$ cat src/rtl/video_timing_gen_pkg.sv
// Shared widths, timing defaults, horizontal states and bar colours
// for the video timing generator.
package video_timing_pkg;

    localparam int HW = 12;
    localparam int VW = 11;

    localparam int DEF_H_ACTIVE = 800;
    localparam int DEF_H_FP     = 40;
    localparam int DEF_H_SYNC   = 128;
    localparam int DEF_H_BP     = 88;
    localparam int DEF_V_ACTIVE = 600;
    localparam int DEF_V_FP     = 1;
    localparam int DEF_V_SYNC   = 4;
    localparam int DEF_V_BP     = 23;

    typedef enum logic [1:0] {
        ST_ACTIVE,
        ST_HFP,
        ST_HSYNC,
        ST_HBP
    } hstate_t;

    localparam logic [23:0] RGB_WHITE = 24'hFFFFFF;

    // Element 0 is the leftmost bar.
    localparam logic [7:0][23:0] BAR_RGB = {
        24'h000000, 24'h0000FF, 24'hFF0000, 24'hFF00FF,
        24'h00FF00, 24'h00FFFF, 24'hFFFF00, 24'hFFFFFF
    };

    function automatic int h_total(input int a, input int fp,
                                   input int s, input int bp);
        return a + fp + s + bp;
    endfunction

    function automatic int v_total(input int a, input int fp,
                                   input int s, input int bp);
        return a + fp + s + bp;
    endfunction

endpackage

$ cat src/rtl/video_timing_gen_if.sv
// Video output bundle: resync input plus timing, coordinates and strobes.
// rgb exists only when VTG_TEST_PATTERN_EN is defined.
interface video_timing_gen_if;
    import video_timing_pkg::*;

    logic          vreset;
    logic          hs;
    logic          vs;
    logic          de;
    logic [HW-1:0] x;
    logic [VW-1:0] y;
    logic          sof;
    logic          eol;
    logic [7:0]    resync_cnt;
`ifdef VTG_TEST_PATTERN_EN
    logic [23:0]   rgb;

    modport master (
        input  vreset,
        output hs, vs, de, x, y, sof, eol, resync_cnt, rgb
    );
    modport slave (
        output vreset,
        input  hs, vs, de, x, y, sof, eol, resync_cnt, rgb
    );
`else
    modport master (
        input  vreset,
        output hs, vs, de, x, y, sof, eol, resync_cnt
    );
    modport slave (
        output vreset,
        input  hs, vs, de, x, y, sof, eol, resync_cnt
    );
`endif

endinterface

$ cat src/rtl/vtg_pattern.sv
// Colour-bar test pattern with a 1-pixel white border, registered so rgb
// lines up with de. Only built when VTG_TEST_PATTERN_EN is defined.
`ifdef VTG_TEST_PATTERN_EN
module vtg_pattern
    import video_timing_pkg::*;
#(
    parameter int H_ACTIVE = DEF_H_ACTIVE,
    parameter int V_ACTIVE = DEF_V_ACTIVE
) (
    input  logic          clk,
    input  logic          resetn,
    input  logic [HW-1:0] hcnt,
    input  logic [VW-1:0] vcnt,
    output logic [23:0]   rgb
);

    localparam int BAR_W = (H_ACTIVE / 8 > 0) ? H_ACTIVE / 8 : 1;
    localparam logic [HW-1:0] HA      = HW'(H_ACTIVE);
    localparam logic [HW-1:0] HA_LAST = HW'(H_ACTIVE - 1);
    localparam logic [VW-1:0] VA      = VW'(V_ACTIVE);
    localparam logic [VW-1:0] VA_LAST = VW'(V_ACTIVE - 1);

    logic [23:0]   rgb_d;
    logic [23:0]   rgb_q;
    logic [HW-1:0] bar;
    logic [2:0]    idx;
    logic          act;
    logic          border;

    always_comb begin
        bar    = hcnt / HW'(BAR_W);
        // Clamp so a width not divisible by 8 widens the last bar.
        idx    = (bar > HW'(7)) ? 3'd7 : bar[2:0];
        act    = (hcnt < HA) && (vcnt < VA);
        border = (hcnt == '0) || (hcnt == HA_LAST) ||
                 (vcnt == '0) || (vcnt == VA_LAST);
        rgb_d  = '0;
        if (act) begin
            rgb_d = border ? RGB_WHITE : BAR_RGB[idx];
        end
    end

    always_ff @(posedge clk or negedge resetn) begin
        if (!resetn) begin
            rgb_q <= '0;
        end else begin
            rgb_q <= rgb_d;
        end
    end

    assign rgb = rgb_q;

endmodule
`endif

$ cat src/rtl/video_timing_gen.sv
// Free-running video timing generator with vreset resync to the top-left
// pixel. Define VTG_TEST_PATTERN_EN to add the rgb colour-bar pattern.
module video_timing_gen
    import video_timing_pkg::*;
#(
    parameter int H_ACTIVE = DEF_H_ACTIVE,
    parameter int H_FP     = DEF_H_FP,
    parameter int H_SYNC   = DEF_H_SYNC,
    parameter int H_BP     = DEF_H_BP,
    parameter int V_ACTIVE = DEF_V_ACTIVE,
    parameter int V_FP     = DEF_V_FP,
    parameter int V_SYNC   = DEF_V_SYNC,
    parameter int V_BP     = DEF_V_BP,
    parameter int HS_POL   = 1,
    parameter int VS_POL   = 1
) (
    input  logic               clk,
    input  logic               resetn,
    video_timing_gen_if.master bus
);

    localparam int H_TOT = h_total(H_ACTIVE, H_FP, H_SYNC, H_BP);
    localparam int V_TOT = v_total(V_ACTIVE, V_FP, V_SYNC, V_BP);

    localparam logic [HW-1:0] H_A_LAST  = HW'(H_ACTIVE - 1);
    localparam logic [HW-1:0] H_FP_LAST = HW'(H_ACTIVE + H_FP - 1);
    localparam logic [HW-1:0] H_SY_LAST = HW'(H_ACTIVE + H_FP + H_SYNC - 1);
    localparam logic [HW-1:0] H_LAST    = HW'(H_TOT - 1);
    localparam logic [VW-1:0] V_A       = VW'(V_ACTIVE);
    localparam logic [VW-1:0] V_SY_LO   = VW'(V_ACTIVE + V_FP);
    localparam logic [VW-1:0] V_SY_HI   = VW'(V_ACTIVE + V_FP + V_SYNC);
    localparam logic [VW-1:0] V_LAST    = VW'(V_TOT - 1);
    localparam logic          HS_ON     = (HS_POL != 0);
    localparam logic          VS_ON     = (VS_POL != 0);

    logic [HW-1:0] hcnt_d, hcnt_q;
    logic [VW-1:0] vcnt_d, vcnt_q;
    logic [7:0]    rcnt_d, rcnt_q;
    hstate_t       state_d, state_q;

    logic          hs_d, hs_q;
    logic          vs_d, vs_q;
    logic          de_d, de_q;
    logic [HW-1:0] x_d, x_q;
    logic [VW-1:0] y_d, y_q;
    logic          sof_d, sof_q;
    logic          eol_d, eol_q;

    logic          h_act;
    logic          h_sync;
    logic          in_act;

    // Counters: vreset overrides the normal increment.
    always_comb begin
        hcnt_d = hcnt_q;
        vcnt_d = vcnt_q;
        rcnt_d = rcnt_q;
        if (bus.vreset) begin
            hcnt_d = '0;
            vcnt_d = '0;
            if (rcnt_q != 8'hFF) begin
                rcnt_d = rcnt_q + 8'd1;
            end
        end else if (hcnt_q == H_LAST) begin
            hcnt_d = '0;
            vcnt_d = (vcnt_q == V_LAST) ? '0 : vcnt_q + 1'b1;
        end else begin
            hcnt_d = hcnt_q + 1'b1;
        end
    end

    // Horizontal region FSM tracks hcnt_q.
    always_comb begin
        state_d = state_q;
        if (bus.vreset) begin
            state_d = ST_ACTIVE;
        end else begin
            unique case (state_q)
                ST_ACTIVE: if (hcnt_q == H_A_LAST)  state_d = ST_HFP;
                ST_HFP:    if (hcnt_q == H_FP_LAST) state_d = ST_HSYNC;
                ST_HSYNC:  if (hcnt_q == H_SY_LAST) state_d = ST_HBP;
                ST_HBP:    if (hcnt_q == H_LAST)    state_d = ST_ACTIVE;
                default:   state_d = ST_ACTIVE;
            endcase
        end
    end

    always_comb begin
        h_act  = 1'b0;
        h_sync = 1'b0;
        unique case (1'b1)
            (state_q == ST_ACTIVE): h_act  = 1'b1;
            (state_q == ST_HSYNC):  h_sync = 1'b1;
            default: ;
        endcase
        in_act = h_act && (vcnt_q < V_A);
        de_d   = in_act;
        x_d    = in_act ? hcnt_q : '0;
        y_d    = in_act ? vcnt_q : '0;
        sof_d  = in_act && (hcnt_q == '0) && (vcnt_q == '0);
        eol_d  = in_act && (hcnt_q == H_A_LAST);
        hs_d   = h_sync ? HS_ON : !HS_ON;
        vs_d   = ((vcnt_q >= V_SY_LO) && (vcnt_q < V_SY_HI)) ? VS_ON : !VS_ON;
    end

    always_ff @(posedge clk or negedge resetn) begin
        if (!resetn) begin
            hcnt_q  <= '0;
            vcnt_q  <= '0;
            rcnt_q  <= '0;
            state_q <= ST_ACTIVE;
            hs_q    <= !HS_ON;
            vs_q    <= !VS_ON;
            de_q    <= 1'b0;
            x_q     <= '0;
            y_q     <= '0;
            sof_q   <= 1'b0;
            eol_q   <= 1'b0;
        end else begin
            hcnt_q  <= hcnt_d;
            vcnt_q  <= vcnt_d;
            rcnt_q  <= rcnt_d;
            state_q <= state_d;
            hs_q    <= hs_d;
            vs_q    <= vs_d;
            de_q    <= de_d;
            x_q     <= x_d;
            y_q     <= y_d;
            sof_q   <= sof_d;
            eol_q   <= eol_d;
        end
    end

    assign bus.hs         = hs_q;
    assign bus.vs         = vs_q;
    assign bus.de         = de_q;
    assign bus.x          = x_q;
    assign bus.y          = y_q;
    assign bus.sof        = sof_q;
    assign bus.eol        = eol_q;
    assign bus.resync_cnt = rcnt_q;

`ifdef VTG_TEST_PATTERN_EN
    logic [23:0] rgb;

    vtg_pattern #(
        .H_ACTIVE (H_ACTIVE),
        .V_ACTIVE (V_ACTIVE)
    ) u_pattern (
        .clk    (clk),
        .resetn (resetn),
        .hcnt   (hcnt_q),
        .vcnt   (vcnt_q),
        .rgb    (rgb)
    );

    assign bus.rgb = rgb;
`endif

endmodule

$ cat src/flat_wrapper.sv
// flat-port wrapper written by rule: the top's interface ports become plain ports
module video_timing_gen_flat import video_timing_pkg::*;
#(
    parameter int H_ACTIVE = DEF_H_ACTIVE,
    parameter int H_FP     = DEF_H_FP,
    parameter int H_SYNC   = DEF_H_SYNC,
    parameter int H_BP     = DEF_H_BP,
    parameter int V_ACTIVE = DEF_V_ACTIVE,
    parameter int V_FP     = DEF_V_FP,
    parameter int V_SYNC   = DEF_V_SYNC,
    parameter int V_BP     = DEF_V_BP,
    parameter int HS_POL   = 1,
    parameter int VS_POL   = 1
)
  (clk, resetn, bus_vreset, bus_hs, bus_vs, bus_de, bus_x, bus_y, bus_sof, bus_eol, bus_resync_cnt);
  video_timing_gen_if bus_i ();
  input  logic clk;
  input  logic resetn;
  input wire logic [$bits(bus_i.vreset)-1:0] bus_vreset;
  output wire logic [$bits(bus_i.hs)-1:0] bus_hs;
  output wire logic [$bits(bus_i.vs)-1:0] bus_vs;
  output wire logic [$bits(bus_i.de)-1:0] bus_de;
  output wire logic [$bits(bus_i.x)-1:0] bus_x;
  output wire logic [$bits(bus_i.y)-1:0] bus_y;
  output wire logic [$bits(bus_i.sof)-1:0] bus_sof;
  output wire logic [$bits(bus_i.eol)-1:0] bus_eol;
  output wire logic [$bits(bus_i.resync_cnt)-1:0] bus_resync_cnt;
  assign bus_i.vreset = bus_vreset;
  assign bus_hs = bus_i.hs;
  assign bus_vs = bus_i.vs;
  assign bus_de = bus_i.de;
  assign bus_x = bus_i.x;
  assign bus_y = bus_i.y;
  assign bus_sof = bus_i.sof;
  assign bus_eol = bus_i.eol;
  assign bus_resync_cnt = bus_i.resync_cnt;
  video_timing_gen #(.H_ACTIVE(H_ACTIVE), .H_FP(H_FP), .H_SYNC(H_SYNC), .H_BP(H_BP), .V_ACTIVE(V_ACTIVE), .V_FP(V_FP), .V_SYNC(V_SYNC), .V_BP(V_BP), .HS_POL(HS_POL), .VS_POL(VS_POL)) u_core (.clk(clk), .resetn(resetn), .bus(bus_i));
endmodule
$ cat config.mk
export PLATFORM = sky130hd
export DESIGN_NAME = video_timing_gen_flat
export DESIGN_NICKNAME = d
export VERILOG_FILES = /design/src/rtl/video_timing_gen_pkg.sv /design/src/rtl/video_timing_gen_if.sv /design/src/rtl/vtg_pattern.sv /design/src/rtl/video_timing_gen.sv /design/src/flat_wrapper.sv
export SDC_FILE = /design/constraint.sdc
export NUM_CORES = 1
export LEC_CHECK = 0
export CORE_MARGIN = 3
export CORE_UTILIZATION = 32
export DETAILED_ROUTE_END_ITERATION = 12
export DONT_BUFFER_PORTS = 1
export HOLD_SLACK_MARGIN = 0.08
export PLACE_DENSITY = 0.54
export SYNTH_ARGS = -nofsm -noshare
export SYNTH_HDL_FRONTEND = slang
export SYNTH_SLANG_ARGS = --single-unit
$ cat constraint.sdc
create_clock -name clk -period 1.6 [get_ports clk]
set_input_delay 0.24 -clock clk [delete_from_list [all_inputs] [get_ports clk]]
set_output_delay 0.24 -clock clk [all_outputs]
set_load 0.01 [all_outputs]
### Word-level counts from Yosys, hierarchy flattened

Index checks and enable logic that the tools add are counted.

* bits in registers: 61
* input port bits: 3

* $add $sub $neg: 3
* order comparisons: 3
* eq/ne operators: 13
* muxes and demuxes: 17
* reductions and logical operators: 11

Operators by type and width (count)
* $mux W11: 4
* $eq A12 B10 Y1 const B: 3
* $mux W12: 3
* $lt A11 B10 Y1 const B: 2
* $add A12 B1 Y12 const B: 1
* $eq A12 B11 Y1 const B: 1
* $logic_not A12 Y1: 1
* $ne A3 B2 Y1 const B: 4
* $add A11 B1 Y11 const B: 1
* $eq A11 B10 Y1 const B: 1
* $ge A11 B10 Y1 const B: 1
* $logic_not A11 Y1: 1
* $mux W2: 5
* $add A8 B1 Y8 const B: 1
* $ne A8 B8 Y1 const B: 1
* $pmux W2 S4: 1
* $logic_and A1 B1 Y1: 5
* $eq A2 B2 Y1 const B: 2
* $mux W1: 4
* $reduce_and A4 Y1: 1
* $eq A2 B1 Y1 const B: 1
* $logic_not A2 Y1: 1
* $reduce_and A2 Y1: 1
* $reduce_bool A2 Y1: 1

### Logic depth before layout (Yosys ltp)

Gate-level depths: netlist of run 1.

* word-level depth: 5
* mapped depth: 7

### Worst setup path after synthesis of run 1

OpenSTA, ideal clock, no wires.

* path type: reg-to-reg
* from: register u_core.hcnt_q[0]
* to: register u_core.state_q[0]
* setup time: 0.079 ns
* data arrival time: 1.636 ns
* required time: 1.521 ns
* path slack: -0.115 ns
* stages on the path, launching flop included: 7
* buffers on the path: 1
* period minus slack after synthesis: 1.715 ns
* path through: dfrtp_1 -> ha_1 -> and4_1 -> buf_4 -> nand3_2 -> a2111oi_2 -> mux2i_1

* cells in the longest elaborated chain, start to end: 3
* elaborated cells between the ends (all ways): 9
* those cells by class: eq/ne: 8; reduce/logical: 1

Ends and longest elaborated chain
* start, declared: RTL line video_timing_gen.sv:36 `logic [HW-1:0] hcnt_d, hcnt_q;`
* start signal, assigned: RTL line video_timing_gen.sv:120 `hcnt_q <= hcnt_d;`
* $eq A12 B10 Y1 (tied with other cells): RTL line video_timing_gen.sv:79 `ST_ACTIVE: if (hcnt_q == H_A_LAST) state_d = ST_HFP;`
* $ne A3 B2 Y1 (no source line)
* $reduce_and A4 Y1 (no source line) *
* end signal, assigned: RTL line video_timing_gen.sv:123 `state_q <= state_d;`
* end, declared: RTL line video_timing_gen.sv:39 `hstate_t state_d, state_q;`

Every way passes the cells marked *; elsewhere a longest branch is shown, timed or not.
A chain may end at the register's enable or synchronous reset.

### Worst setup path after layout of run 1

* from: register u_core.hcnt_q[1]
* to: register u_core.state_q[1]

Same word-level chain as after synthesis.

==> metrics, run 1 <==
outcome complete, but fails checks; failing checks hold timing, setup timing; grt ovf 0; total number of vias 2175; # setup viols final 10; post-synthesis sequential area ratio 0.526; required time worst endpoint 1.86 ns; Slew Limit Fails 0; Clk Latency, worst-skew pair 0.34 ns; Post-synth EDFFs 0; final non-filler cell total 434; Die ar. 10300 um^2; Hold Buf Count CTS 1; Rows 34; crit path launch type flip-flop; TritonCTS buffer count 9; global-route wire length before repair 11.2 mm; top post-synthesis cells by count dfrtp_1 (61), and2_1 (24), nor2_1 (21); share of the synthesized area in the top cell type 0.526; Clock Skews 0.00946 ns; largest net degree at the start of global routing 62; Total Routed Length 6.79 mm; Clock H-tree levels 3; Hold WS -0.414 ns; min Tclk post-route 1.70 ns; vias in the first global route 2147; initial core utilization 0.331; Hold Crit Class in2async; Detailed Place HPWL 4.61 mm; Final Instance Area 3830 um^2; leakage 1.73 nW; clk sinks 61; Fin. Hold Viols 61; Max-Cap Viols 0; syn_nets 279; placed cell count 409; Main synth FF type dfrtp_1; final worst slack -0.0976 ns; asr flop ratio synth 1.00; Ys Warns 0; antenna diode count 0; DRT Pass-1 Iters 4; WS Path Type reg2reg; die width 101 um; I/O pin total 39; Routed WL per cell 15.6 um; layout cells sized above 1 0.331; Total Routing Usage GR 0.140; f_max 589 MHz; Clk pin slew, worst setup/hold paths 0.07 ns; Data arrival, critical path 1.96 ns; Routed Antenna Nets 0; CTS tree done; via/cell ratio 5.01; Worst VDD drop 0.460 mV; Total Power 0.00407 W; setup_tns -0.408 ns; RSZ-0062 raised after global routing yes; CORE AREA 8760 um^2; antenna violations before repair 0; Placed Area 3390 um^2; routability cong. 0.802; I/O Buffers 0; DRC viols 0; Seq cells post-synth 61; clk root buf clkbuf_8; initial detailed-routing violation count 94; Max FO, Critical Path 3; cell area after synthesis 2900 um^2; CTS Buffer Depth 2; crit end category flip-flop; post-synthesis cell type count 54; Die H 101 um; most frequent cell after synthesis dfrtp_1; # nets final 335; Cell Pwr Density 1060 nW/um^2; Synth area leaders dfrtp_1 (53%), and2_1 (5.2%), ha_1 (4.7%), nor2_1 (2.7%), xor2_1 (2.7%); area leader, netlist dfrtp_1; Syn-to-layout area delta 31.8%; period utilisation layout 1.06; Mapped Cells 265; syn_area_per_cell 11.0 um^2
==> report_power, final <==
group | switching [W] | total, W | leakage [nW] | internal (W)
clock network | 0.000625 | 0.00139 | 0.0959 | 0.000764
logic | 0.000421 | 0.000838 | 0.809 | 0.000417
registers | 0.000145 | 0.00184 | 0.826 | 0.00170
total | 0.00119 | 0.00407 | 1.73 | 0.00288
==> layout make-up <==
class | instances | area, um^2
clock inverter | 5 | 58.8
fill | 821 | 4930
inverter | 14 | 52.6
sequential | 61 | 1530
tap | 108 | 135
clock buffer | 11 | 141
timing repair buffer | 56 | 488
multi-input combinational | 179 | 1430
==> critical path, cell delays in order, from the launching register on <==
cell	delay, ns
dfrtp_1	0.35
ha_2	0.20
and4b_1	0.25
a41oi_2	0.16
a2111oi_4	0.42
mux2i_1	0.23
==> timing repair <==
action | in CTS | in global routing
endpoints found under the setup margin | 12 | 17
cloned | 0 | 1
gates resized for setup | 13 | 25
endpoints found under the hold margin | 63 | 61
pin swaps | 8 | 15
setup buffers | 6 | 1
==> through the flow <==
stage                util  hold slack [ns]  setup slack, ns
floorplan               -          -0.0556          -0.0641
global placement    0.387          -0.0540          -0.0429
detailed placement  0.387          -0.0539           -0.154
CTS                 0.421           -0.439           -0.103
global route        0.437           -0.440           -0.178
finish              0.437           -0.414          -0.0976
==> cell usage in the layout (no fill, tap or decap), types with 2 or more instances in the layout <==
| cell | Yosys | layout |
|---|---|---|
| nand3_1 | 13 | 11 |
| nor3_2 | 0 | 2 |
| nor3_1 | 12 | 10 |
| nand3_4 | 0 | 2 |
| a22o_1 | 6 | 6 |
| and3_1 | 5 | 4 |
| dfrtp_1 | 61 | 60 |
| inv_1 | 14 | 14 |
| clkinvlp_4 | 0 | 2 |
| nor2_1 | 21 | 18 |
| xor2_1 | 9 | 9 |
| a31oi_1 | 4 | 4 |
| xnor2_1 | 7 | 7 |
| a311oi_1 | 2 | 2 |
| buf_6 | 1 | 6 |
| mux2i_1 | 2 | 2 |
| clkbuf_8 | 2 | 10 |
| ha_1 | 11 | 9 |
| buf_12 | 0 | 2 |
| nor4_1 | 4 | 3 |
| and4_2 | 2 | 2 |
| nor2b_1 | 2 | 2 |
| a41oi_2 | 0 | 2 |
| o21ai_2 | 0 | 3 |
| nor2_2 | 0 | 3 |
| nand4_1 | 5 | 5 |
| a31o_2 | 3 | 2 |
| buf_4 | 2 | 46 |
| nand2_1 | 13 | 12 |
| and2_1 | 24 | 24 |
==> path summary, 6_finish.rpt <==
kind | from | end | slack (ns) | cells past startpoint
max | u_core.hcnt_q[1] | u_core.state_q[1] | -0.1 | 5
min | resetn | u_core.bus.x[10] | -0.41 | 0
max reg2reg | u_core.hcnt_q[1] | u_core.state_q[1] | -0.1 | 5
min reg2reg | u_core.hcnt_q[0] | u_core.hcnt_q[0] | 0.57 | 2
max in group asynchronous | resetn | u_core.vcnt_q[3] | 1.91 | 0
min in group clk | bus_vreset | u_core.bus.resync_cnt[3] | 0.17 | 2
==> state kept, by name, summed over array words and instances, names as in the netlist <==
register / cells
u_core.hcnt_q: 12
u_core.bus.vs: 1
u_core.bus.sof: 1
u_core.vcnt_q: 11
u_core.bus.hs: 1
u_core.bus.y: 11
u_core.state_q: 2
u_core.bus.eol: 1
u_core.bus.x: 12
u_core.bus.de: 1
u_core.bus.resync_cnt: 8
==> routing by layer <==
metal / global-route usage / routed length, um / vias to the layer above
met5: 0 / 0 / -
met4: 0.0521 / 97 / 0
met3: 0.0434 / 293 / 9
met2: 0.217 / 3200 / 49
met1: 0.185 / 3200 / 1073
li1: - / - / 1044
==> logic make-up after synthesis <==
kind of cell,after synthesis,synth area share
AND/OR/NAND/NOR,114,0.228
flip-flops,61,0.526
AO/OA/AOI/OAI,34,0.0935
buffers and inverters,25,0.0452
XOR/XNOR,16,0.0483
adder cells (fa/ha/maj),11,0.0474
multiplexers,3,0.0108
other,1,0.00129
Power figures use the tool's default switching activity.
==> run 2: changes to the inputs <==
CORE_ASPECT_RATIO = 0.6   (was not set)
GPL_TIMING_DRIVEN = 0   (was not set)
HOLD_SLACK_MARGIN = 0.05   (was 0.08)
==> run 2 against run 1 <==
Effect of this change: the run still ends with hold timing, setup timing left; clock power up 50%; die area is 0.36% higher; wire length shrank 2.2%; combinational power shrank 25%; setup slack worse by 0.038 ns; register-to-register slack got worse by 0.04 ns; global-route usage is 0.37 points lower; cell count decreased by 6.0%; hold slack better by 0.023 ns; highest routed layer unchanged; total power increased by 14%; sequential power up 5%.
==> metrics, run 2 (same netlist as run 1, synthesis figures left out) <==
fill count 814 (was 821); Clock H-tree levels 3 (unchanged); min Tclk post-route 1.74 ns (was 1.70 ns); Worst-Margin Slew 0.556 ns; R2R Path End u_core.vcnt_q[5] (was u_core.state_q[1]); crit path launch type flip-flop (unchanged); Hold Crit Class in2async (unchanged); Total Routed Length 6.64 mm (was 6.79 mm); I/O Buffers 0 (unchanged); Routed WL per cell 16.3 um (was 15.6 um); Clk Latency, worst-skew pair 0.32 ns (was 0.34 ns); CORE AREA 8650 um^2 (was 8760 um^2); RSZ-0062 raised after global routing yes (unchanged); largest net degree at the start of global routing 62 (unchanged); total number of vias 2120 (was 2175); Hold WS -0.391 ns (was -0.414 ns); global-route wire length before repair 10.7 mm (was 11.2 mm); antenna diode count 0 (unchanged); # nets final 305 (was 335); Reg2Reg Setup Slack -0.14 ns (was -0.1 ns); Clk pin slew, worst setup/hold paths 0.05 ns (was 0.07 ns); failing checks hold timing, setup timing (unchanged); WS Path Type reg2reg (unchanged); required time worst endpoint 1.81 ns (was 1.86 ns); Max transition margin 0.626; Data arrival, critical path 1.94 ns (was 1.96 ns); Core Util, Final 0.427 (was 0.437); initial detailed-routing violation count 109 (was 94); r2r startpoint u_core.hcnt_q[8] (was u_core.hcnt_q[1]); Syn-to-layout area delta 27.2% (was 31.8%); clk sinks 61 (unchanged); routability cong. 0.870 (was 0.802); via/cell ratio 5.20 (was 5.01); Detailed Place HPWL 4.29 mm (was 4.61 mm); Slew Limit Fails 0 (unchanged); layout cells sized above 1 0.291 (was 0.331); Worst VDD drop 0.740 mV (was 0.460 mV); most frequent cells in the layout dfrtp_1 (51), and2_1 (23), nor2_1 (19) (was dfrtp_1 (60), buf_4 (46), and2_1 (24)); Die H 79.8 um (was 101 um); Clock Skews 0.00580 ns (was 0.00946 ns); final worst slack -0.136 ns (was -0.0976 ns); clk root buf clkbuf_16 (was clkbuf_8); I/O pin total 39 (unchanged); grt ovf 0 (unchanged); DRT Pass-1 Iters 5 (was 4); DRC viols 0 (unchanged); Max-Cap Viols 0 (unchanged); crit end category flip-flop (unchanged); die width 129 um (was 101 um); Rows 26 (was 34); Total Routing Usage GR 0.137 (was 0.140); final non-filler cell total 408 (was 434); placed cell count 377 (was 409); CTS Buffer Depth 2 (unchanged); outcome complete, but fails checks (unchanged); vias in the first global route 1975 (was 2147); Max FO, Critical Path 8 (was 3); post-place setup slack -0.457 ns (was -0.154 ns); commonest non-fill, non-tap cell in the layout dfrtp_1 (unchanged); Fin. Hold Viols 61 (unchanged); Cell Pwr Density 1260 nW/um^2 (was 1060 nW/um^2); CTS tree done (unchanged); crit path launch u_core.hcnt_q[8] (was u_core.hcnt_q[1]); Die ar. 10300 um^2 (about the same); f_max 576 MHz (was 589 MHz); Worst R2R Path Depth 5 (unchanged); leakage 1.62 nW (was 1.73 nW); Routed Antenna Nets 0 (unchanged); period utilisation layout 1.08 (was 1.06); TritonCTS buffer count 9 (unchanged); Total Power 0.00464 W (was 0.00407 W); # setup viols final 19 (was 10); initial core utilization 0.336 (was 0.331); antenna violations before repair 0 (unchanged)
run 2: final cells by class:
cell class                 instances  area, um^2  area share
clock inverter                     6        86.3      0.0234
inverter                          14        52.6      0.0142
buffer                             9        88.8      0.0240
clock buffer                      10         239      0.0647
timing repair buffer              17         131      0.0356
sequential                        61        1540       0.417
multi-input combinational        179        1420       0.384
tap                              112         140      0.0379
run 2: where the power goes:
part | internal [W] | total (W) | switching (W)
combinational | 0.000300 | 0.000631 | 0.000331
sequential | 0.00170 | 0.00193 | 0.000229
clock | 0.00140 | 0.00208 | 0.000676
run 2: worst max-delay path by stage:
stage                                    to  slack, ns  cells past startpoint
after floorplan           u_core.state_q[0]      -0.06                      6
after global placement      u_core.bus.x[1]      -0.47                      5
after detailed placement    u_core.bus.x[1]      -0.46                      5
after CTS                 u_core.state_q[0]      -0.14                      5
after global routing      u_core.state_q[1]      -0.23                      5
final                      u_core.vcnt_q[5]      -0.14                      5
run 2: through the flow:
step | setup TNS, ns | hold WS [ns] | cell area [um^2]
floorplan | -0.128 | -0.0556 | 2960
global placement | -16.10 | -0.0541 | 3100
detailed placement | -16.27 | -0.0541 | 3100
CTS | -1.14 | -0.406 | 3640
global route | -3.06 | -0.412 | 3690
finish | -1.70 | -0.391 | 3690
run 2: layer usage:
| metal | wire length, um | vias to the layer above | part of all wire | GRT usage |
|---|---|---|---|---|
| met5 | 0 | - | 0 | 0 |
| met2 | 2570 | 73 | 0.39 | 0.172 |
| li1 | - | 995 | - | - |
| met4 | 101 | 0 | 0.015 | 0.0535 |
| met1 | 3510 | 1044 | 0.53 | 0.201 |
| met3 | 454 | 8 | 0.068 | 0.0575 |
run 2: repair_timing:
action,4_1_cts,5_1_grt
hold endpoints to repair,61,61
setup buffers,12,4
gates cloned,1,0
gates resized for setup,35,11
setup endpoints to repair,49,40
pin swaps,10,11
run 2: worst max-delay path, cell delays in order, from the launching register on:
cell	delay (ns)
dfrtp_2	0.47
nor4b_4	0.28
buf_4	0.18
a31o_2	0.31
o21ai_0	0.14
a22o_1	0.24
